File: config.mk
export PLATFORM = sky130hd
export DESIGN_NAME = router_ctrl
export DESIGN_NICKNAME = d
export VERILOG_FILES = /design/src/rtl/router_ctrl.sv
export SDC_FILE = /design/constraint.sdc
export NUM_CORES = 1
export LEC_CHECK = 0
export BUFFER_PORTS_ARGS = -buffer_cell sky130_fd_sc_hd__buf_2
export CORE_MARGIN = 3
export CORE_UTILIZATION = 45
export DETAILED_ROUTE_END_ITERATION = 16
export GPL_TIMING_DRIVEN = 1
export PLACE_DENSITY = 0.73
export REMOVE_ABC_BUFFERS = 1
export SETUP_SLACK_MARGIN = 0.1
export SYNTH_ARGS = -nofsm -noshare
export SYNTH_HDL_FRONTEND = slang
export SYNTH_SLANG_ARGS = --single-unit
File: constraint.sdc
create_clock -name clock -period 2.1 [get_ports clock]
set_input_delay 0.21 -clock clock [delete_from_list [all_inputs] [get_ports clock]]
set_output_delay 0.21 -clock clock [all_outputs]
set_load 0.05 [all_outputs]
File: src/rtl/router_ctrl.sv
// router_ctrl: ingress controller for the 1x3 router.
// Parses byte packets (header, len payload bytes, parity byte) and steers each
// packet to one of three FIFOs through a single holding register. It checks
// the packet parity and runs a per-channel read timeout that flushes stalled
// FIFOs.
//
// Handshake: a source byte is transferred on a rising edge where
// pkt_valid && !busy. While busy is high the source keeps data_in and
// pkt_valid stable. busy is combinational from state, hold register and FIFO
// status. It never depends on pkt_valid, so there is no combinational loop
// through the source.
//
// Header layout: [1:0] = destination (3 = invalid, packet dropped),
// [7:2] = payload length. The field positions are fixed, so DATA_WIDTH must
// stay 8.
module router_ctrl #(
    parameter int DATA_WIDTH = 8,
    parameter int TIMEOUT    = 30
) (
    input  logic                  clock,
    input  logic                  resetn,
    input  logic                  pkt_valid,
    input  logic [DATA_WIDTH-1:0] data_in,
    input  logic [2:0]            fifo_full,
    input  logic [2:0]            fifo_empty,
    input  logic [2:0]            read_enb,
    output logic                  busy,
    output logic [DATA_WIDTH-1:0] data_out,
    output logic [2:0]            write_enb_n,
    output logic [2:0]            vld_out,
    output logic [2:0]            soft_reset,
    output logic                  parity_done,
    output logic                  err
);

    localparam int TW = $clog2(TIMEOUT + 1);

    typedef enum logic [2:0] {
        S_IDLE       = 3'd0,
        S_WAIT_EMPTY = 3'd1,
        S_PAYLOAD    = 3'd2,
        S_PARITY     = 3'd3,
        S_CHECK      = 3'd4,
        S_DROP       = 3'd5
    } state_t;

    // Packet parser state and datapath registers.
    state_t                  state_q, state_d;
    logic                    hold_vld_q, hold_vld_d;
    logic [DATA_WIDTH-1:0]   data_q, data_d;
    logic [1:0]              dest_q, dest_d;
    logic [5:0]              cnt_q, cnt_d;
    logic [DATA_WIDTH-1:0]   par_q, par_d;
    logic [DATA_WIDTH-1:0]   rx_par_q, rx_par_d;
    logic [6:0]              drop_cnt_q, drop_cnt_d;
    logic                    err_q, err_d;
    logic                    parity_done_q, parity_done_d;

    // Per-channel timeout machinery.
    logic [2:0]              soft_reset_q, soft_reset_d;
    logic [2:0][TW-1:0]      tcnt_q, tcnt_d;

    // Combinational helpers.
    logic                    accept;
    logic                    full_dest;
    logic                    empty_dest;
    logic                    srst_dest;
    logic                    wr_go;
    logic [2:0]              wr_vec;
    logic                    load_hold;
    logic                    clear_hold;

    // Select one channel status bit by destination. Destination 3 has no
    // FIFO, so it reads as 0.
    function automatic logic pick(input logic [2:0] v, input logic [1:0] idx);
        logic r;
        case (idx)
            2'd0:    r = v[0];
            2'd1:    r = v[1];
            2'd2:    r = v[2];
            default: r = 1'b0;
        endcase
        return r;
    endfunction

    assign full_dest  = pick(fifo_full, dest_q);
    assign empty_dest = pick(fifo_empty, dest_q);
    assign srst_dest  = pick(soft_reset_q, dest_q);

    // The held byte goes out whenever the destination has room. The header
    // additionally waits until the destination FIFO has fully drained.
    assign wr_go = hold_vld_q && !full_dest &&
                   ((state_q != S_WAIT_EMPTY) || empty_dest);

    assign accept = pkt_valid && !busy;

    // Backpressure toward the source, derived from state and hold occupancy.
    always_comb begin
        busy = 1'b0;
        case (state_q)
            S_WAIT_EMPTY: busy = 1'b1;
            S_CHECK:      busy = 1'b1;
            S_PAYLOAD:    busy = hold_vld_q && full_dest;
            S_PARITY:     busy = hold_vld_q && full_dest;
            default:      busy = 1'b0;
        endcase
    end

    // One-hot write strobe toward the destination FIFO.
    always_comb begin
        wr_vec = 3'b000;
        if (wr_go) begin
            case (dest_q)
                2'd0:    wr_vec = 3'b001;
                2'd1:    wr_vec = 3'b010;
                2'd2:    wr_vec = 3'b100;
                default: wr_vec = 3'b000;
            endcase
        end
    end

    // Parser next state: header decode, payload tracking, parity check, drop.
    always_comb begin
        state_d       = state_q;
        data_d        = data_q;
        dest_d        = dest_q;
        cnt_d         = cnt_q;
        par_d         = par_q;
        rx_par_d      = rx_par_q;
        drop_cnt_d    = drop_cnt_q;
        err_d         = err_q;
        parity_done_d = 1'b0;
        load_hold     = 1'b0;
        clear_hold    = 1'b0;

        case (state_q)
            S_IDLE: begin
                if (accept) begin
                    dest_d = data_in[1:0];
                    cnt_d  = data_in[7:2];
                    par_d  = data_in;
                    err_d  = 1'b0;
                    if (data_in[1:0] == 2'd3) begin
                        // Invalid destination: swallow header-length bytes plus parity.
                        drop_cnt_d = {1'b0, data_in[7:2]} + 7'd1;
                        state_d    = S_DROP;
                    end else begin
                        data_d    = data_in;
                        load_hold = 1'b1;
                        state_d   = S_WAIT_EMPTY;
                    end
                end
            end

            S_WAIT_EMPTY: begin
                // A soft reset here is ignored; the header is still pending.
                if (wr_go) begin
                    state_d = (cnt_q != 6'd0) ? S_PAYLOAD : S_PARITY;
                end
            end

            S_PAYLOAD: begin
                if (srst_dest) begin
                    // Destination flushed: discard the rest of the packet.
                    // A byte accepted this very edge is one of the remaining
                    // ones, so it is counted as already dropped.
                    clear_hold = 1'b1;
                    state_d    = S_DROP;
                    drop_cnt_d = accept ? {1'b0, cnt_q} : ({1'b0, cnt_q} + 7'd1);
                end else if (accept) begin
                    data_d    = data_in;
                    load_hold = 1'b1;
                    par_d     = par_q ^ data_in;
                    cnt_d     = cnt_q - 6'd1;
                    if (cnt_q == 6'd1) begin
                        state_d = S_PARITY;
                    end
                end
            end

            S_PARITY: begin
                if (srst_dest) begin
                    clear_hold = 1'b1;
                    if (accept) begin
                        state_d = S_IDLE;
                    end else begin
                        drop_cnt_d = 7'd1;
                        state_d    = S_DROP;
                    end
                end else if (accept) begin
                    data_d    = data_in;
                    load_hold = 1'b1;
                    rx_par_d  = data_in;
                    state_d   = S_CHECK;
                end
            end

            S_CHECK: begin
                if (srst_dest) begin
                    // Packet cut short: no completion report, err keeps its value.
                    clear_hold = 1'b1;
                    state_d    = S_IDLE;
                end else if (!hold_vld_q) begin
                    err_d         = (rx_par_q != par_q);
                    parity_done_d = 1'b1;
                    state_d       = S_IDLE;
                end
            end

            S_DROP: begin
                if (accept) begin
                    drop_cnt_d = drop_cnt_q - 7'd1;
                    if (drop_cnt_q == 7'd1) begin
                        state_d = S_IDLE;
                    end
                end
            end

            default: begin
                state_d = S_IDLE;
            end
        endcase

        // A newly accepted byte refills hold in the same edge that drains it.
        if (load_hold) begin
            hold_vld_d = 1'b1;
        end else if (clear_hold || wr_go) begin
            hold_vld_d = 1'b0;
        end else begin
            hold_vld_d = hold_vld_q;
        end
    end

    // Per-channel unread-cycle counters and flush pulse generation.
    always_comb begin
        soft_reset_d = 3'b000;
        tcnt_d       = tcnt_q;
        for (int i = 0; i < 3; i++) begin
            if (read_enb[i] || fifo_empty[i]) begin
                tcnt_d[i] = '0;
            end else if (tcnt_q[i] >= TW'(TIMEOUT - 1)) begin
                tcnt_d[i]       = '0;
                soft_reset_d[i] = 1'b1;
            end else begin
                tcnt_d[i] = tcnt_q[i] + 1'b1;
            end
        end
    end

    // State and datapath registers with synchronous active-low reset.
    always_ff @(posedge clock) begin
        if (!resetn) begin
            state_q       <= S_IDLE;
            hold_vld_q    <= 1'b0;
            data_q        <= '0;
            dest_q        <= 2'd0;
            cnt_q         <= 6'd0;
            par_q         <= '0;
            rx_par_q      <= '0;
            drop_cnt_q    <= 7'd0;
            err_q         <= 1'b0;
            parity_done_q <= 1'b0;
            soft_reset_q  <= 3'b000;
            tcnt_q        <= '0;
        end else begin
            state_q       <= state_d;
            hold_vld_q    <= hold_vld_d;
            data_q        <= data_d;
            dest_q        <= dest_d;
            cnt_q         <= cnt_d;
            par_q         <= par_d;
            rx_par_q      <= rx_par_d;
            drop_cnt_q    <= drop_cnt_d;
            err_q         <= err_d;
            parity_done_q <= parity_done_d;
            soft_reset_q  <= soft_reset_d;
            tcnt_q        <= tcnt_d;
        end
    end

    assign data_out    = data_q;
    assign write_enb_n = ~wr_vec;
    assign vld_out     = ~fifo_empty;
    assign soft_reset  = soft_reset_q;
    assign parity_done = parity_done_q;
    assign err         = err_q;

endmodule

* Word-level counts from Yosys, hierarchy flattened
Index checks and enable logic that the tools add are counted.
** Word-level totals
- Register bits :: 63
- Bits in latches :: 0
- RAM bits :: 0
- ROM bits :: 0
- Output and inout bits :: 20
- Memories :: 0
** Cells by class
- Add/subtract/negate cells :: 7
- $mul :: 0
- Div/mod/pow operators :: 0
- $lt $le $gt $ge :: 3
- Equal/unequal tests :: 31
- Shift-type cells :: 0
- Multiplexer cells :: 58
- Bitwise logic cells :: 6
- Reduce and logical (&&, ||, !) cells :: 36
** Operator list (count)
- $mux 7 :: 7
- $mux 8 :: 6
- $mux 3 :: 14
- $pmux 8 s2 :: 2
- $ne 2x2->1 const B :: 14
- $pmux 7 s4 :: 1
- $mux 6 :: 3
- $pmux 3 s6 :: 1
- $mux 1 :: 16
- $add 5x1->5 const B :: 3
- $ge 5x5->1 const B :: 3
- $reduce_or 3->1 :: 5
- $add 6x1->7 const B :: 2
- $ne 3x3->1 const B :: 4
- $pmux 6 s2 :: 1
- $reduce_or 2->1 :: 5
- $pmux 1 s3 :: 3
- $pmux 3 s3 :: 1
- $ne 8x8->1 :: 1
- $reduce_and 4->1 :: 2
- $reduce_and 8->1 :: 1
- $reduce_bool 2->1 :: 4
- $xor 8x8->8 :: 1
- $eq 7x1->1 const B :: 1
- other kinds (24) :: 40

* Logic depth before layout (Yosys ltp)
Gate-level depths: netlist (run 1).
- Depth after elaboration :: 10
- Gate-level depth with buffers :: 9
- Mapped depth without buffers :: 8

* Worst setup path after synthesis (run 1)
No wires, ideal clock.
- Kind :: flip-flop to flip-flop
- From :: reg dest_q[1]
- To :: reg rx_par_q[4]
- Arrival :: 1.870 ns
- Required time :: 1.972 ns
- Slack :: 0.102 ns
- Cell stages (with the launch flop) :: 9
- Path buffers :: 2
- Clock period less this slack :: 1.998 ns
- Cells stage by stage :: dfxtp_1 > buf_6 > mux2_4 > a32oi_4 > o221a_4 > and4_1 > buf_4 > mux2i_1 > nor2_1
** On the way
- Cells in the longest elaborated chain, start to end :: 7
- Elaborated cells between the ends (all ways) :: 11
** Ends and longest elaborated chain
- start: declaration :: RTL line 51 : logic [1:0] dest_q, dest_d;
- start signal: assignment :: RTL line 269 : dest_q <= dest_d;
- $eq 2x2->1 (tied with other cells) :: RTL line 77 : case (idx)
- $pmux 1 s3 :: RTL line 77
- $logic_and 1x1->1 :: RTL line 103, 104
- $pmux 1 s2 :: RTL line 100 : case (state_q)
- $logic_not 1->1 :: RTL line 95 : assign accept = pkt_valid && !busy;
- $logic_and 1x1->1 :: RTL line 95
- $reduce_and 3->1 (no source line) (*)
- end signal: assignment :: RTL line 272 : rx_par_q <= rx_par_d;
- end: declaration :: RTL line 54 : logic [DATA_WIDTH-1:0] rx_par_q, rx_par_d;
Every way passes the cells marked *; elsewhere a longest branch is shown, timed or not.
A chain may end at the register's enable or synchronous reset.

* Worst setup path in the final report (run 1)
- From :: reg dest_q[1]
- To :: out write_enb_n[0]
** On the way
- Cells in the longest elaborated chain, start to end :: 7
- Elaborated cells between the ends (all ways) :: 12
** Ends and longest elaborated chain
- $eq 2x2->1 (tied with other cells) :: RTL line 77, 113
- $pmux 1 s3 :: RTL line 77
- $logic_not 1->1 :: RTL line 92 : assign wr_go = hold_vld_q && !full_dest &&
- $logic_and 1x1->1 (2 in series) :: RTL line 92
- $mux 3 (*) :: RTL line 112 : if (wr_go) begin
- $not 3->3 (*) :: RTL line 282 : assign write_enb_n = ~wr_vec;
- end: declaration :: RTL line 29 : output logic [2:0] write_enb_n,
Marked as above.

==> metrics.txt, run 1 <==
# TYPE chip_impl_metric gauge
chip_impl_metric{name="floorplan.initialDensity",unit="%"} 46.4
chip_impl_metric{name="transition_time_of_the_tightest_slew_check_pin",unit="ns"} 0.645
chip_impl_info{name="crit_path_top_delay_cell",value="sky130_fd_sc_hd__dfxtp_4"} 1
chip_impl_metric{name="regArea",unit="mm^2"} 0.00127
chip_impl_metric{name="critical_path.max_fanout",unit=""} 4
chip_impl_info{name="timing.rr.end",value="state_q[0]"} 1
chip_impl_metric{name="power.combinational.fraction",unit="%"} 48.1
chip_impl_metric{name="total_power",unit="mW"} 5.42
chip_impl_metric{name="port-buffer-count",unit=""} 39
chip_impl_metric{name="synth-edff-count",unit=""} 0
chip_impl_metric{name="detailedRoute.firstIterationViolations",unit=""} 368
chip_impl_metric{name="multi_input_comb_area",unit="mm^2"} 0.00231
chip_impl_metric{name="finish.net_count",unit=""} 527
chip_impl_info{name="yosys-top-cells-count",value="sky130_fd_sc_hd__dfxtp_1 (63), sky130_fd_sc_hd__nor2_1 (47), sky130_fd_sc_hd__nand2_1 (34), sky130_fd_sc_hd__nand3_1 (28), sky130_fd_sc_hd__o21ai_0 (26)"} 1
chip_impl_info{name="worst_hold_startpoint",value="read_enb[0]"} 1
chip_impl_metric{name="finalWorstSetupSlack",unit="ns"} 0.0127
chip_impl_metric{name="finalWorstPathRequiredPeriod",unit="ns"} 2.09
chip_impl_metric{name="clock_latency",unit="ns"} 0.36
chip_impl_metric{name="finalClockSkew",unit="ns"} 0.00921
chip_impl_metric{name="dpl.hpwl",unit="mm"} 6.56
chip_impl_info{name="grt_setup_unrepaired",value="yes"} 1
chip_impl_metric{name="gp_routability_congestion",unit=""} 0.915
chip_impl_metric{name="standard_cell_core_area",unit="mm^2"} 0.00777
chip_impl_metric{name="net-switching-power",unit="mW"} 2.34
chip_impl_metric{name="finalWirelength",unit="mm"} 9.96
chip_impl_metric{name="synth.yosys.warnings",unit=""} 0
chip_impl_metric{name="power_leakage",unit="nW"} 1.75
chip_impl_info{name="crit_path_cell_trace",value="mux2_4 > a221o_1 > a21oi_4 > nand3_1 > buf_6"} 1
chip_impl_metric{name="syn_avg_cell_area",unit="um^2"} 8.27
chip_impl_info{name="clockRootBuffer",value="sky130_fd_sc_hd__clkbuf_8"} 1
chip_impl_metric{name="globalRoute.totalOverflow",unit=""} 0
chip_impl_metric{name="grt.total_usage",unit="%"} 21.3
chip_impl_metric{name="clkTransAtPathRegs",unit="ns"} 0.08
chip_impl_metric{name="synthDistinctLibCells",unit=""} 61
chip_impl_metric{name="cts_hold_buffers",unit=""} 0
chip_impl_metric{name="reg2regPathDepth",unit=""} 7
chip_impl_metric{name="drv.max_cap_violation_count",unit=""} 0
chip_impl_metric{name="number_of_levels_the_h_tree_was_split_into",unit=""} 3
chip_impl_metric{name="slew_violations",unit=""} 0
chip_impl_metric{name="layout_worst_path_cycle_share",unit="%"} 99.4
chip_impl_metric{name="yosys_register_bits",unit=""} 63
chip_impl_metric{name="cp_slowest_stage_delay",unit="ns"} 0.37
chip_impl_metric{name="synth_sequential_area_ratio",unit="%"} 35.0
chip_impl_metric{name="via_count_of_the_first_global_routing_pass",unit=""} 3101
chip_impl_info{name="status",value="finished clean"} 1
chip_impl_info{name="crit_type",value="reg2out"} 1
chip_impl_metric{name="vdd.ir_drop.worst",unit="mV"} 0.609
chip_impl_metric{name="power.density_cell_area",unit="mW/mm^2"} 1200
chip_impl_metric{name="pin_count",unit=""} 40
chip_impl_info{name="timing.critical_path.max_delay_family",value="compound AO/OA/AOI/OAI gates"} 1
chip_impl_metric{name="fraction_of_final_layout_cells_with_drive_strength_greater_than_1",unit="%"} 29.1
chip_impl_metric{name="async_set_or_reset_register_ratio_after_synthesis",unit="%"} 0
chip_impl_metric{name="netlist_instances",unit=""} 436
chip_impl_metric{name="reg2reg_slack",unit="ns"} 0.03
chip_impl_metric{name="fillers",unit=""} 659
chip_impl_metric{name="dieArea",unit="mm^2"} 0.00912
chip_impl_info{name="post_synthesis_cell_type_with_the_largest_combined_area",value="sky130_fd_sc_hd__dfxtp_1"} 1
chip_impl_metric{name="die_width",unit="um"} 95.5
chip_impl_metric{name="max-slew-margin-rel",unit="%"} 56.6
chip_impl_info{name="reg2reg_from",value="dest_q[1]"} 1
chip_impl_metric{name="cts_buffer_depth",unit=""} 2
chip_impl_metric{name="detail_route.vias_per_cell",unit=""} 5.77
chip_impl_info{name="hold_end",value="soft_reset[0]"} 1
chip_impl_metric{name="drt_drc_violations_left",unit=""} 0
chip_impl_metric{name="rows",unit=""} 32
chip_impl_metric{name="pin_count_of_the_biggest_net_entering_global_routing",unit=""} 30
chip_impl_metric{name="post-place-ws",unit="ns"} -0.00800
chip_impl_info{name="netlist_top_cells_area",value="sky130_fd_sc_hd__dfxtp_1 (35%), sky130_fd_sc_hd__nor2_1 (4.9%), sky130_fd_sc_hd__xnor2_1 (4.9%)"} 1
chip_impl_metric{name="pwr-share-clk",unit="%"} 20.6
chip_impl_metric{name="detail_route.first_pass.iterations",unit=""} 5
chip_impl_info{name="holdCritPathClass",value="in2reg"} 1
chip_impl_metric{name="power.sequential.fraction",unit="%"} 31.2
chip_impl_metric{name="tritoncts.num_buffers",unit=""} 9
chip_impl_metric{name="max_freq",unit="MHz"} 479
chip_impl_info{name="post-synth-top-count-cell",value="sky130_fd_sc_hd__dfxtp_1"} 1
chip_impl_metric{name="clock_sinks",unit=""} 63
chip_impl_info{name="synth-main-ff-cell",value="sky130_fd_sc_hd__dfxtp_1"} 1
chip_impl_metric{name="netlist_area",unit="mm^2"} 0.00360
chip_impl_metric{name="die_height",unit="um"} 95.5
chip_impl_metric{name="cell_internal_pwr",unit="mW"} 3.08
chip_impl_metric{name="grt_first_pass_wirelength",unit="mm"} 15.2
chip_impl_metric{name="via_count",unit=""} 3466
chip_impl_metric{name="wire_per_inst",unit="um"} 16.6
chip_impl_info{name="cts_tree",value="yes"} 1
chip_impl_metric{name="drt.antenna.violating_nets",unit=""} 0
chip_impl_metric{name="worst_hold_path_cell_count",unit=""} 2
chip_impl_metric{name="yosysTopAreaCellShare",unit="%"} 35.0
chip_impl_metric{name="hold_violations_final",unit=""} 0
chip_impl_metric{name="final_setup_violating_endpoints",unit=""} 0
chip_impl_metric{name="switching_share",unit="%"} 43.1
chip_impl_metric{name="antennaDiodeCount",unit=""} 0
chip_impl_metric{name="grt_antenna_before_repair",unit=""} 0
chip_impl_metric{name="worst_ep_arrival_time",unit="ns"} 1.88
chip_impl_metric{name="cp_num_buf_inv",unit=""} 1
chip_impl_info{name="worst_setup_path_end_kind",value="output pin"} 1
chip_impl_metric{name="worst-endpoint-required",unit="ns"} 1.89
chip_impl_info{name="cp-start-kind",value="register"} 1
chip_impl_metric{name="synthToLayoutAreaGrowth",unit="%"} 25.9
==> cell type report <==
| cell class | count | area share (%) |
|---|---|---|
| clock buffers | 9 | 2.73 |
| clock inverters | 7 | 1.77 |
| inverters | 18 | 1.49 |
| multi-input cells | 324 | 51.0 |
| flip-flops and latches | 63 | 27.9 |
| well taps | 102 | 2.81 |
| repair buffers | 78 | 12.3 |
==> cell usage in the layout, fill, tap and decap left out, types with 18 or more instances in the layout <==
master	synthesis	layout
sky130_fd_sc_hd__a21oi_1	23	19
sky130_fd_sc_hd__buf_2	5	35
sky130_fd_sc_hd__buf_4	2	31
sky130_fd_sc_hd__dfxtp_1	63	60
sky130_fd_sc_hd__inv_1	18	18
sky130_fd_sc_hd__nand2_1	34	33
sky130_fd_sc_hd__nand3_1	28	25
sky130_fd_sc_hd__nor2_1	47	46
sky130_fd_sc_hd__o21ai_0	26	21
sky130_fd_sc_hd__xnor2_1	20	20
==> metal layers <==
metal	up-vias	global-route usage [%]	wire, um	share of wire (%)
met4	0	8.29	267	2.7
met3	26	4.10	653	6.6
met1	1617	27.7	4320	43
met2	139	34.7	4720	47
met5	-	0	0	0
li1	1684	-	-	-
==> worst reg2reg max path: stages, from the launching register on <==
cell and delay (ns):
sky130_fd_sc_hd__dfxtp_4 0.36, sky130_fd_sc_hd__buf_4 0.15, sky130_fd_sc_hd__mux2i_4 0.19, sky130_fd_sc_hd__a2bb2oi_4 0.18, sky130_fd_sc_hd__buf_4 0.15, sky130_fd_sc_hd__a221o_1 0.35
sky130_fd_sc_hd__a31o_2 0.27, sky130_fd_sc_hd__o41ai_1 0.31
==> through the flow <==
stage               cell area [um^2]  hold WS (ns)  std cells  util [%]  TNS (ns)
floorplan                       3470         0.286        405         -     -4.17
global placement                4010         0.391        573      51.6         0
detailed placement              4010         0.397        573      51.6   -0.0348
CTS                             4300       0.00946        595      55.3         0
global route                    4540        0.0154        601      58.4   -0.0906
finish                          4540        0.0157        601      58.4         0
==> timing repair <==
item / 4_1_cts / 5_1_grt
gates cloned: 0 / 1
pin swaps: 5 / 20
gates resized for setup: 11 / 46
hold endpoints to repair: 0 / 0
buffers inserted: 6 / 5
setup endpoints to repair: 37 / 45
==> flip-flops by register name (all words and copies together) (netlist names) <==
| name | cells |
|---|---|
| parity_done | 1 |
| soft_reset | 3 |
| err | 1 |
| rx_par_q | 8 |
| state_q | 3 |
| dest_q | 2 |
| drop_cnt_q | 7 |
| par_q | 8 |
| tcnt_q | 15 |
| data_out | 8 |
| hold_vld_q | 1 |
| cnt_q | 6 |
==> logic make-up (layout without fill, tap and decap cells) <==
family,Yosys count,count (layout),synth area share [%]
simple gates,159,159,21.3
compound gates,107,107,21.8
flops,63,63,35.0
buf+inv,49,112,5.69
xor+xnor,29,29,7.05
mux,16,16,4.62
fa+ha+maj,13,13,4.51
==> worst max-delay path by stage <==
stage | from | end | slack, ns | cells after the start
after floorplan | state_q[1] | cnt_q[5] | -0.36 | 6
after global placement | dest_q[1] | rx_par_q[4] | 0.02 | 7
after detailed placement | dest_q[1] | rx_par_q[4] | -0.008 | 7
after CTS | dest_q[1] | write_enb_n[0] | 0.009 | 5
after global routing | dest_q[0] | state_q[1] | -0.03 | 8
final | dest_q[1] | write_enb_n[0] | 0.01 | 5
==> power by group through the flow <==
stage	logic [mW]	clock network, mW	registers [mW]
6_report	2.61	1.12	1.69
5_1_grt	2.81	1.19	1.73
4_1_cts	2.31	1.13	1.67
3_5_place_dp	2.22	0	1.69
3_3_place_gp	2.19	0	1.69
2_1_floorplan	1.38	0	1.84
Power figures use the tool's default switching activity.
==> inputs of run 2 (changes only) <==
--- a/config.mk
+++ b/config.mk
@@ -5,6 +5,7 @@
 export SDC_FILE = /design/constraint.sdc
 export NUM_CORES = 1
 export LEC_CHECK = 0
+export ABC_AREA = 1
 export BUFFER_PORTS_ARGS = -buffer_cell sky130_fd_sc_hd__buf_2
 export CORE_MARGIN = 3
 export CORE_UTILIZATION = 45
==> run 2 against run 1 <==
Compared with the run above:
- first-iteration DRC count is 53% lower
- die area increased by 0.94%
- count of clock-buffer cells in the layout is 3 higher
- cell count grew 8.8%
- non-clock buffer count shrank 34
- flip-flop and latch count unchanged
- routed wire length is 14% lower
- synthesized cell count rose by 17%
- sequential share of layout area grew 2.8 points
- power is 7.0% lower
- register-to-register slack better by 0.27 ns
- critical path depth is 4 higher
- critical path type unchanged
- largest cell class unchanged
- highest routed layer unchanged
==> metrics.txt, run 2 <==
# TYPE chip_impl_metric gauge
chip_impl_metric{name="cts_buffer_depth",unit=""} 2
chip_impl_metric{name="yosysTopAreaCellShare",unit="%"} 34.6
chip_impl_info{name="registers.top_by_ff_count",value="tcnt_q"} 1
chip_impl_metric{name="floorplan.initialDensity",unit="%"} 46.6
chip_impl_metric{name="instances_no_fill",unit=""} 654
chip_impl_metric{name="synthToLayoutAreaGrowth",unit="%"} 13.0
chip_impl_metric{name="yosys_register_bits",unit=""} 63
chip_impl_metric{name="die_height",unit="um"} 96.0
chip_impl_info{name="post-synth-top-count-cell",value="sky130_fd_sc_hd__nor2_1"} 1
chip_impl_metric{name="cp_num_buf_inv",unit=""} 4
chip_impl_metric{name="antennaDiodeCount",unit=""} 0
chip_impl_metric{name="die_width",unit="um"} 96.0
chip_impl_info{name="mostFrequentLayoutCell",value="sky130_fd_sc_hd__nor2_1"} 1
chip_impl_metric{name="clkTransAtPathRegs",unit="ns"} 0.07
chip_impl_metric{name="port-buffer-count",unit=""} 39
chip_impl_metric{name="synth_sequential_area_ratio",unit="%"} 34.6
chip_impl_metric{name="globalRoute.totalOverflow",unit=""} 0
chip_impl_metric{name="wire_per_inst",unit="um"} 13.2
chip_impl_metric{name="layout_worst_path_cycle_share",unit="%"} 88.8
chip_impl_info{name="timing.rr.end",value="rx_par_q[2]"} 1
chip_impl_info{name="timing.critical_path.max_delay_family",value="simple AND/OR/NAND/NOR gates"} 1
chip_impl_metric{name="tritoncts.num_buffers",unit=""} 9
chip_impl_metric{name="drv.max_cap_violation_count",unit=""} 0
chip_impl_info{name="clockRootBuffer",value="sky130_fd_sc_hd__clkbuf_8"} 1
chip_impl_metric{name="async_set_or_reset_register_ratio_after_synthesis",unit="%"} 0
chip_impl_info{name="grt_setup_unrepaired",value="yes"} 1
chip_impl_info{name="crit_path_top_delay_cell",value="sky130_fd_sc_hd__dfxtp_2"} 1
chip_impl_metric{name="wl_met3",unit="um"} 416
chip_impl_metric{name="synthDistinctLibCells",unit=""} 42
chip_impl_metric{name="met2_length",unit="mm"} 4.00
chip_impl_metric{name="largest_register_ff_count",unit=""} 15
chip_impl_metric{name="placedCellCount",unit=""} 639
chip_impl_metric{name="cp_slowest_stage_delay",unit="ns"} 0.39
chip_impl_metric{name="syn_avg_cell_area",unit="um^2"} 7.15
chip_impl_metric{name="finalClockSkew",unit="ns"} 0.0125
chip_impl_metric{name="fin_area",unit="mm^2"} 0.00412
chip_impl_metric{name="pin_count_of_the_biggest_net_entering_global_routing",unit=""} 36
chip_impl_info{name="cp-start-kind",value="register"} 1
chip_impl_metric{name="cts_hold_buffers",unit=""} 0
chip_impl_metric{name="netlist_instances",unit=""} 509
chip_impl_metric{name="gp_routability_congestion",unit=""} 0.877
chip_impl_metric{name="standard_cell_core_area",unit="mm^2"} 0.00781
chip_impl_info{name="crit_type",value="reg2out"} 1
chip_impl_metric{name="fillers",unit=""} 792
chip_impl_info{name="yosys-top-cells-count",value="sky130_fd_sc_hd__nor2_1 (87), sky130_fd_sc_hd__nand2_1 (85), sky130_fd_sc_hd__dfxtp_1 (63), sky130_fd_sc_hd__o21ai_0 (37), sky130_fd_sc_hd__inv_1 (36)"} 1
chip_impl_info{name="synth-main-ff-cell",value="sky130_fd_sc_hd__dfxtp_1"} 1
chip_impl_metric{name="pin_count",unit=""} 40
chip_impl_metric{name="finish.net_count",unit=""} 581
chip_impl_metric{name="hold_violations_final",unit=""} 0
chip_impl_metric{name="power_leakage",unit="nW"} 1.80
chip_impl_metric{name="synth.yosys.warnings",unit=""} 0
chip_impl_metric{name="fraction_of_final_layout_cells_with_drive_strength_greater_than_1",unit="%"} 18.8
chip_impl_metric{name="max_freq",unit="MHz"} 536
chip_impl_metric{name="finalWorstPathRequiredPeriod",unit="ns"} 1.86
chip_impl_metric{name="clock_sinks",unit=""} 63
chip_impl_info{name="cts_tree",value="yes"} 1
chip_impl_metric{name="via_count",unit=""} 3452
chip_impl_metric{name="worst_ep_arrival_time",unit="ns"} 1.65
chip_impl_metric{name="grt_first_pass_wirelength",unit="mm"} 15.0
chip_impl_info{name="mostFrequentLayoutCells",value="sky130_fd_sc_hd__nor2_1 (84), sky130_fd_sc_hd__nand2_1 (83), sky130_fd_sc_hd__dfxtp_1 (60)"} 1
chip_impl_metric{name="critical_path.max_fanout",unit=""} 6
chip_impl_info{name="holdCritPathClass",value="in2reg"} 1
chip_impl_metric{name="reg2regPathDepth",unit=""} 9
chip_impl_metric{name="max-slew-margin-rel",unit="%"} 57.0
chip_impl_info{name="crit_path_cell_trace",value="inv_2 > nor2_2 > nand2_2 > inv_2 > nand4_1 > nand2_2 > inv_1 > nand2_1 > buf_4"} 1
chip_impl_metric{name="post_placement_cell_area",unit="mm^2"} 0.00391
chip_impl_metric{name="setup_total_negative_slack",unit="ns"} 0
chip_impl_info{name="post_synthesis_cell_type_with_the_largest_combined_area",value="sky130_fd_sc_hd__dfxtp_1"} 1
chip_impl_metric{name="via_count_of_the_first_global_routing_pass",unit=""} 3294
chip_impl_metric{name="number_of_levels_the_h_tree_was_split_into",unit=""} 3
chip_impl_info{name="hold_end",value="soft_reset[1]"} 1
chip_impl_metric{name="detail_route.first_pass.iterations",unit=""} 4
chip_impl_metric{name="worst_hold_path_cell_count",unit=""} 2
chip_impl_metric{name="grt_antenna_before_repair",unit=""} 0
chip_impl_metric{name="vdd.ir_drop.worst",unit="mV"} 0.526
chip_impl_metric{name="detailedRoute.firstIterationViolations",unit=""} 172
chip_impl_metric{name="synth-edff-count",unit=""} 0
chip_impl_metric{name="finalWirelength",unit="mm"} 8.60
chip_impl_metric{name="reg2reg_slack",unit="ns"} 0.30
chip_impl_metric{name="drt_drc_violations_left",unit=""} 0
chip_impl_metric{name="detail_route.vias_per_cell",unit=""} 5.28
chip_impl_info{name="reg2reg_from",value="state_q[1]"} 1
chip_impl_metric{name="final_setup_violating_endpoints",unit=""} 0
chip_impl_info{name="status",value="finished clean"} 1
chip_impl_metric{name="power.density_cell_area",unit="mW/mm^2"} 1230
chip_impl_metric{name="wl_met1",unit="mm"} 4.05
chip_impl_metric{name="dieArea",unit="mm^2"} 0.00921
chip_impl_metric{name="transition_time_of_the_tightest_slew_check_pin",unit="ns"} 0.644
chip_impl_metric{name="rows",unit=""} 32
chip_impl_metric{name="slew_violations",unit=""} 0
chip_impl_metric{name="drt.antenna.violating_nets",unit=""} 0
chip_impl_info{name="worst_setup_path_end_kind",value="output pin"} 1
chip_impl_metric{name="clock_latency",unit="ns"} 0.34
chip_impl_metric{name="worst-endpoint-required",unit="ns"} 1.89
chip_impl_info{name="worst_hold_startpoint",value="read_enb[1]"} 1
chip_impl_metric{name="netlist_area",unit="mm^2"} 0.00364
chip_impl_metric{name="grt.total_usage",unit="%"} 20.5
chip_impl_metric{name="dpl.hpwl",unit="mm"} 6.47
chip_impl_info{name="netlist_top_cells_area",value="sky130_fd_sc_hd__dfxtp_1 (35%), sky130_fd_sc_hd__nor2_1 (9.0%), sky130_fd_sc_hd__nand2_1 (8.8%)"} 1
chip_impl_info{name="top_layer_used",value="met4"} 1
run 2: changes by cell type in the layout (fill, tap and decap cells not counted), moves of 9 or more:
cell,previous run,this run
sky130_fd_sc_hd__a211oi_2,9,0
sky130_fd_sc_hd__buf_4,31,7
sky130_fd_sc_hd__inv_1,18,35
sky130_fd_sc_hd__mux2i_1,12,0
sky130_fd_sc_hd__nand2_1,33,83
sky130_fd_sc_hd__nand4_1,10,22
sky130_fd_sc_hd__nor2_1,46,84
sky130_fd_sc_hd__o21ai_0,21,36
sky130_fd_sc_hd__o21ai_1,4,14
run 2: cell families after synthesis:
kind of cell	share of synthesized area (%)
DFF	34.6
xor gates and xnor gates	6.49
AOI/OAI and AO/OA	13.0
adders and majority gates	4.47
and+or+nand+nor	34.3
buffers and inverters	7.11
run 2: worst register-to-register path, delay by kind of cell, from the launching register on:
kind / cells / cell delay [ns]
flip-flops: 1 / 0.45
AO/OA/AOI/OAI: 2 / 0.22
buffers and inverters: 3 / 0.39
AND/OR/NAND/NOR: 4 / 0.69
run 2: how the worst max path moves through the flow:
stage | startpoint | end | cells after the start
2_1_floorplan | soft_reset[2] | drop_cnt_q[6] | 9
3_3_place_gp | dest_q[0] | drop_cnt_q[6] | 10
3_5_place_dp | dest_q[1] | drop_cnt_q[1] | 10
4_1_cts | dest_q[0] | busy | 8
5_1_grt | dest_q[0] | state_q[0] | 9
6_report | state_q[0] | write_enb_n[1] | 9
run 2: per-layer routing:
layer | track usage [%] | vias to the layer above
li1 | - | 1764
met1 | 26.6 | 1585
met2 | 33.9 | 90
met4 | 6.99 | 0
met3 | 4.07 | 13
met5 | 0 | -
run 2: final cells by class:
| class | instances | area [um^2] | area share (%) |
|---|---|---|---|
| Tap cell | 102 | 128 | 3.10 |
| Clock buffer | 12 | 135 | 3.28 |
| Inverter | 45 | 171 | 4.17 |
| Clock inverter | 3 | 21.3 | 0.517 |
| Sequential cell | 63 | 1260 | 30.7 |
| Multi-Input combinational cell | 385 | 2150 | 52.3 |
| Timing Repair Buffer | 44 | 244 | 5.93 |
run 2: stage by stage:
step	util [%]	hold WS (ns)	worst slack, ns	power, mW
after detailed placement	50.1	0.394	0.225	4.12
after global routing	52.7	0.0439	0.0643	5.50
after CTS	52.2	0.0275	0.163	5.03
after floorplan	-	0.286	0.326	3.54
after global placement	50.1	0.389	0.272	4.08
final	52.7	0.0386	0.236	5.04
run 2: what timing repair did:
item                       in CTS  in global routing
resized for setup               4                 13
pin swaps                       0                  0
setup endpoints to repair       3                 27
setup buffers                   0                  0
run 2: power by group:
group | total (mW) | leakage, nW | switching [mW] | internal, mW
sequential | 1.69 | 0.515 | 0.241 | 1.45
combinational | 2.47 | 1.21 | 1.66 | 0.808
clock | 0.882 | 0.0764 | 0.460 | 0.423
total | 5.04 | 1.80 | 2.36 | 2.68
==> inputs of run 3 (changes only) <==
--- a/config.mk
+++ b/config.mk
@@ -8,10 +8,10 @@
 export ABC_AREA = 1
 export BUFFER_PORTS_ARGS = -buffer_cell sky130_fd_sc_hd__buf_2
 export CORE_MARGIN = 3
-export CORE_UTILIZATION = 45
+export CORE_UTILIZATION = 25
 export DETAILED_ROUTE_END_ITERATION = 16
 export GPL_TIMING_DRIVEN = 1
-export PLACE_DENSITY = 0.73
+export PLACE_DENSITY = 0.48
 export REMOVE_ABC_BUFFERS = 1
 export SETUP_SLACK_MARGIN = 0.1
 export SYNTH_ARGS = -nofsm -noshare
==> constraint.sdc (replaced) <==
create_clock -name clock -period 2.3 [get_ports clock]
set_input_delay 0.23 -clock clock [delete_from_list [all_inputs] [get_ports clock]]
set_output_delay 0.23 -clock clock [all_outputs]
set_load 0.05 [all_outputs]
==> run 3 against run 2 <==
Compared with the run above:
- setup slack improved by 0.046 ns
- non-clock buffer count unchanged
- register-to-register slack improved by 0.10 ns
- via count is 1.4% lower
- cell count grew 12%
- sequential power down 9%
- clock power rose by 84%
- sequential share of layout area fell by 1.9 points
- highest routed layer unchanged
- die area up 74%
==> metrics.txt, run 3 (synthesized netlist as in run 2, its figures left out) <==
# TYPE chip_impl_metric gauge
chip_impl_metric{name="layout_worst_path_cycle_share",unit="%"} 87.7
chip_impl_metric{name="worst_ep_arrival_time",unit="ns"} 1.79
chip_impl_metric{name="postCtsResizedCells",unit=""} 0
chip_impl_info{name="mostFrequentLayoutCell",value="sky130_fd_sc_hd__nor2_1"} 1
chip_impl_metric{name="fraction_of_final_layout_cells_with_drive_strength_greater_than_1",unit="%"} 17.9
chip_impl_metric{name="reg2reg_slack",unit="ns"} 0.40
chip_impl_metric{name="grt_first_pass_wirelength",unit="mm"} 16.5
chip_impl_info{name="holdCritPathClass",value="in2reg"} 1
chip_impl_info{name="timing.critical_path.max_delay_family",value="buffers and inverters"} 1
chip_impl_info{name="clockRootBuffer",value="sky130_fd_sc_hd__clkbuf_16"} 1
chip_impl_metric{name="hold_violations_final",unit=""} 0
chip_impl_metric{name="synthToLayoutAreaGrowth",unit="%"} 20.2
chip_impl_metric{name="final_setup_violating_endpoints",unit=""} 0
chip_impl_info{name="cp-start-kind",value="register"} 1
chip_impl_metric{name="gp_routability_congestion",unit=""} 0.851
chip_impl_metric{name="number_of_levels_the_h_tree_was_split_into",unit=""} 3
chip_impl_metric{name="instances_no_fill",unit=""} 733
chip_impl_metric{name="port-buffer-count",unit=""} 39
chip_impl_metric{name="cell_internal_pwr",unit="mW"} 3.14
chip_impl_metric{name="wire_per_inst",unit="um"} 13.2
chip_impl_metric{name="die_width",unit="um"} 127
chip_impl_metric{name="post-cts-setup-buffer-count",unit=""} 0
chip_impl_metric{name="reg2regPathDepth",unit=""} 10
chip_impl_metric{name="finalWirelength",unit="mm"} 9.68
chip_impl_metric{name="vdd.ir_drop.worst",unit="mV"} 0.384
chip_impl_metric{name="finalClockSkew",unit="ns"} 0.00624
chip_impl_metric{name="slew_violations",unit=""} 0
chip_impl_metric{name="die_height",unit="um"} 127
chip_impl_info{name="hold_end",value="soft_reset[2]"} 1
chip_impl_metric{name="power.combinational.fraction",unit="%"} 41.6
chip_impl_metric{name="power.density_cell_area",unit="mW/mm^2"} 1240
chip_impl_metric{name="setup_total_negative_slack",unit="ns"} 0
chip_impl_metric{name="globalRoute.totalOverflow",unit=""} 0
chip_impl_metric{name="cts_buffer_depth",unit=""} 2
chip_impl_info{name="reg2reg_from",value="dest_q[1]"} 1
chip_impl_metric{name="worst_hold_path_cell_count",unit=""} 2
chip_impl_metric{name="antennaDiodeCount",unit=""} 0
chip_impl_metric{name="post-place-ws",unit="ns"} 0.319
chip_impl_metric{name="clock_latency",unit="ns"} 0.34
chip_impl_info{name="crit_type",value="reg2out"} 1
chip_impl_metric{name="post_placement_cell_area",unit="mm^2"} 0.00401
chip_impl_metric{name="via_count",unit=""} 3404
chip_impl_info{name="crit_path_cell_trace",value="inv_2 > nor2_2 > nand2_2 > inv_1 > nand4_1 > nand2_1 > inv_1 > nand2_1 > buf_2"} 1
chip_impl_info{name="grt_setup_unrepaired",value="no"} 1
chip_impl_metric{name="max_freq",unit="MHz"} 495
chip_impl_metric{name="pin_count",unit=""} 40
chip_impl_metric{name="dieArea",unit="mm^2"} 0.0160
chip_impl_metric{name="transition_time_of_the_tightest_slew_check_pin",unit="ns"} 0.497
chip_impl_metric{name="pin_count_of_the_biggest_net_entering_global_routing",unit=""} 36
chip_impl_metric{name="power_leakage",unit="nW"} 1.89
chip_impl_metric{name="finish.net_count",unit=""} 581
chip_impl_metric{name="fin_area",unit="mm^2"} 0.00438
chip_impl_info{name="status",value="finished clean"} 1
chip_impl_metric{name="cts_hold_buffers",unit=""} 0
chip_impl_metric{name="cp_num_buf_inv",unit=""} 4
chip_impl_info{name="timing.rr.end",value="drop_cnt_q[1]"} 1
chip_impl_info{name="cts_tree",value="yes"} 1
chip_impl_metric{name="critical_path.max_fanout",unit=""} 6
chip_impl_metric{name="switching_share",unit="%"} 42.0
chip_impl_metric{name="worst-endpoint-required",unit="ns"} 2.07
chip_impl_metric{name="dpl.hpwl",unit="mm"} 7.36
chip_impl_metric{name="detail_route.first_pass.iterations",unit=""} 4
chip_impl_info{name="worst_setup_path_end_kind",value="output pin"} 1
chip_impl_metric{name="grt_antenna_before_repair",unit=""} 0
chip_impl_metric{name="rows",unit=""} 43
chip_impl_metric{name="hold-worst-slack",unit="ns"} 0.0638
chip_impl_metric{name="finalWorstPathRequiredPeriod",unit="ns"} 2.02
chip_impl_metric{name="via_count_of_the_first_global_routing_pass",unit=""} 3341
chip_impl_metric{name="net-switching-power",unit="mW"} 2.27
chip_impl_info{name="registers.top_by_ff_count",value="tcnt_q"} 1
chip_impl_metric{name="finalWorstSetupSlack",unit="ns"} 0.282
chip_impl_metric{name="detail_route.vias_per_cell",unit=""} 4.64
chip_impl_metric{name="drt.antenna.violating_nets",unit=""} 0
chip_impl_metric{name="detailedRoute.firstIterationViolations",unit=""} 195
chip_impl_metric{name="placedCellCount",unit=""} 717
chip_impl_metric{name="max-slew-margin-rel",unit="%"} 66.8
chip_impl_metric{name="power.sequential.fraction",unit="%"} 28.4
chip_impl_metric{name="drv.max_cap_violation_count",unit=""} 0
chip_impl_info{name="crit_path_top_delay_cell",value="sky130_fd_sc_hd__dfxtp_2"} 1
chip_impl_metric{name="clkTransAtPathRegs",unit="ns"} 0.06
chip_impl_metric{name="largest_register_ff_count",unit=""} 15
chip_impl_metric{name="drt_drc_violations_left",unit=""} 0
chip_impl_metric{name="tritoncts.num_buffers",unit=""} 9
chip_impl_metric{name="clock_sinks",unit=""} 63
chip_impl_metric{name="pwr-share-clk",unit="%"} 30.0
chip_impl_metric{name="grt.total_usage",unit="%"} 12.8
chip_impl_info{name="mostFrequentLayoutCells",value="sky130_fd_sc_hd__nor2_1 (87), sky130_fd_sc_hd__nand2_1 (85), sky130_fd_sc_hd__dfxtp_1 (62)"} 1
chip_impl_metric{name="floorplan.initialDensity",unit="%"} 25.9
chip_impl_info{name="worst_hold_startpoint",value="read_enb[2]"} 1
chip_impl_metric{name="standard_cell_core_area",unit="mm^2"} 0.0140
chip_impl_metric{name="cp_slowest_stage_delay",unit="ns"} 0.39
## run 3: stage by stage
step	power [mW]	utilization, %
5_1_grt	5.84	31.2
3_5_place_dp	3.80	28.6
4_1_cts	5.47	31.1
2_1_floorplan	3.23	-
3_3_place_gp	3.79	28.6
6_report	5.41	31.2
## run 3: power by group through the flow
| stage | sequential, mW | combinational (mW) | clock [mW] |
|---|---|---|---|
| after global routing | 1.58 | 2.54 | 1.72 |
| after floorplan | 1.69 | 1.54 | 0 |
| after CTS | 1.53 | 2.26 | 1.67 |
| final | 1.54 | 2.25 | 1.62 |
| after global placement | 1.55 | 2.24 | 0 |
| after detailed placement | 1.56 | 2.24 | 0 |
## run 3: worst reg2reg max path, stage by stage, from the launching register on
cell,delay [ns]
sky130_fd_sc_hd__dfxtp_1,0.35
sky130_fd_sc_hd__nor2_1,0.23
sky130_fd_sc_hd__nand2_1,0.23
sky130_fd_sc_hd__nand3_2,0.22
sky130_fd_sc_hd__nor2_1,0.06
sky130_fd_sc_hd__nor2_1,0.12
sky130_fd_sc_hd__nand3_2,0.17
sky130_fd_sc_hd__inv_2,0.17
sky130_fd_sc_hd__nand2_1,0.07
sky130_fd_sc_hd__nor2_1,0.12
sky130_fd_sc_hd__nor2_1,0.05
## run 3: final cells by class
type | count | area, um^2
Fill cell | 1509 | 9670
Multi-Input combinational cell | 385 | 2130
Sequential cell | 63 | 1260
Clock buffer | 10 | 239
Timing Repair Buffer | 44 | 235
Tap cell | 180 | 225
Inverter | 45 | 171
Clock inverter | 6 | 116
## run 3: layer usage
layer | share of wire, % | GRT usage [%]
met5 | 0 | 0
met4 | 1.5 | 4.42
met3 | 4.4 | 3.54
met2 | 46 | 20.7
met1 | 49 | 16.3
## run 3: worst max path at each step
| stage | from | end | cells after the start |
|---|---|---|---|
| floorplan | soft_reset[2] | drop_cnt_q[6] | 9 |
| global placement | dest_q[1] | rx_par_q[3] | 9 |
| detailed placement | state_q[2] | rx_par_q[1] | 8 |
| CTS | state_q[0] | write_enb_n[0] | 9 |
| global route | dest_q[1] | write_enb_n[2] | 8 |
| finish | state_q[0] | write_enb_n[2] | 9 |
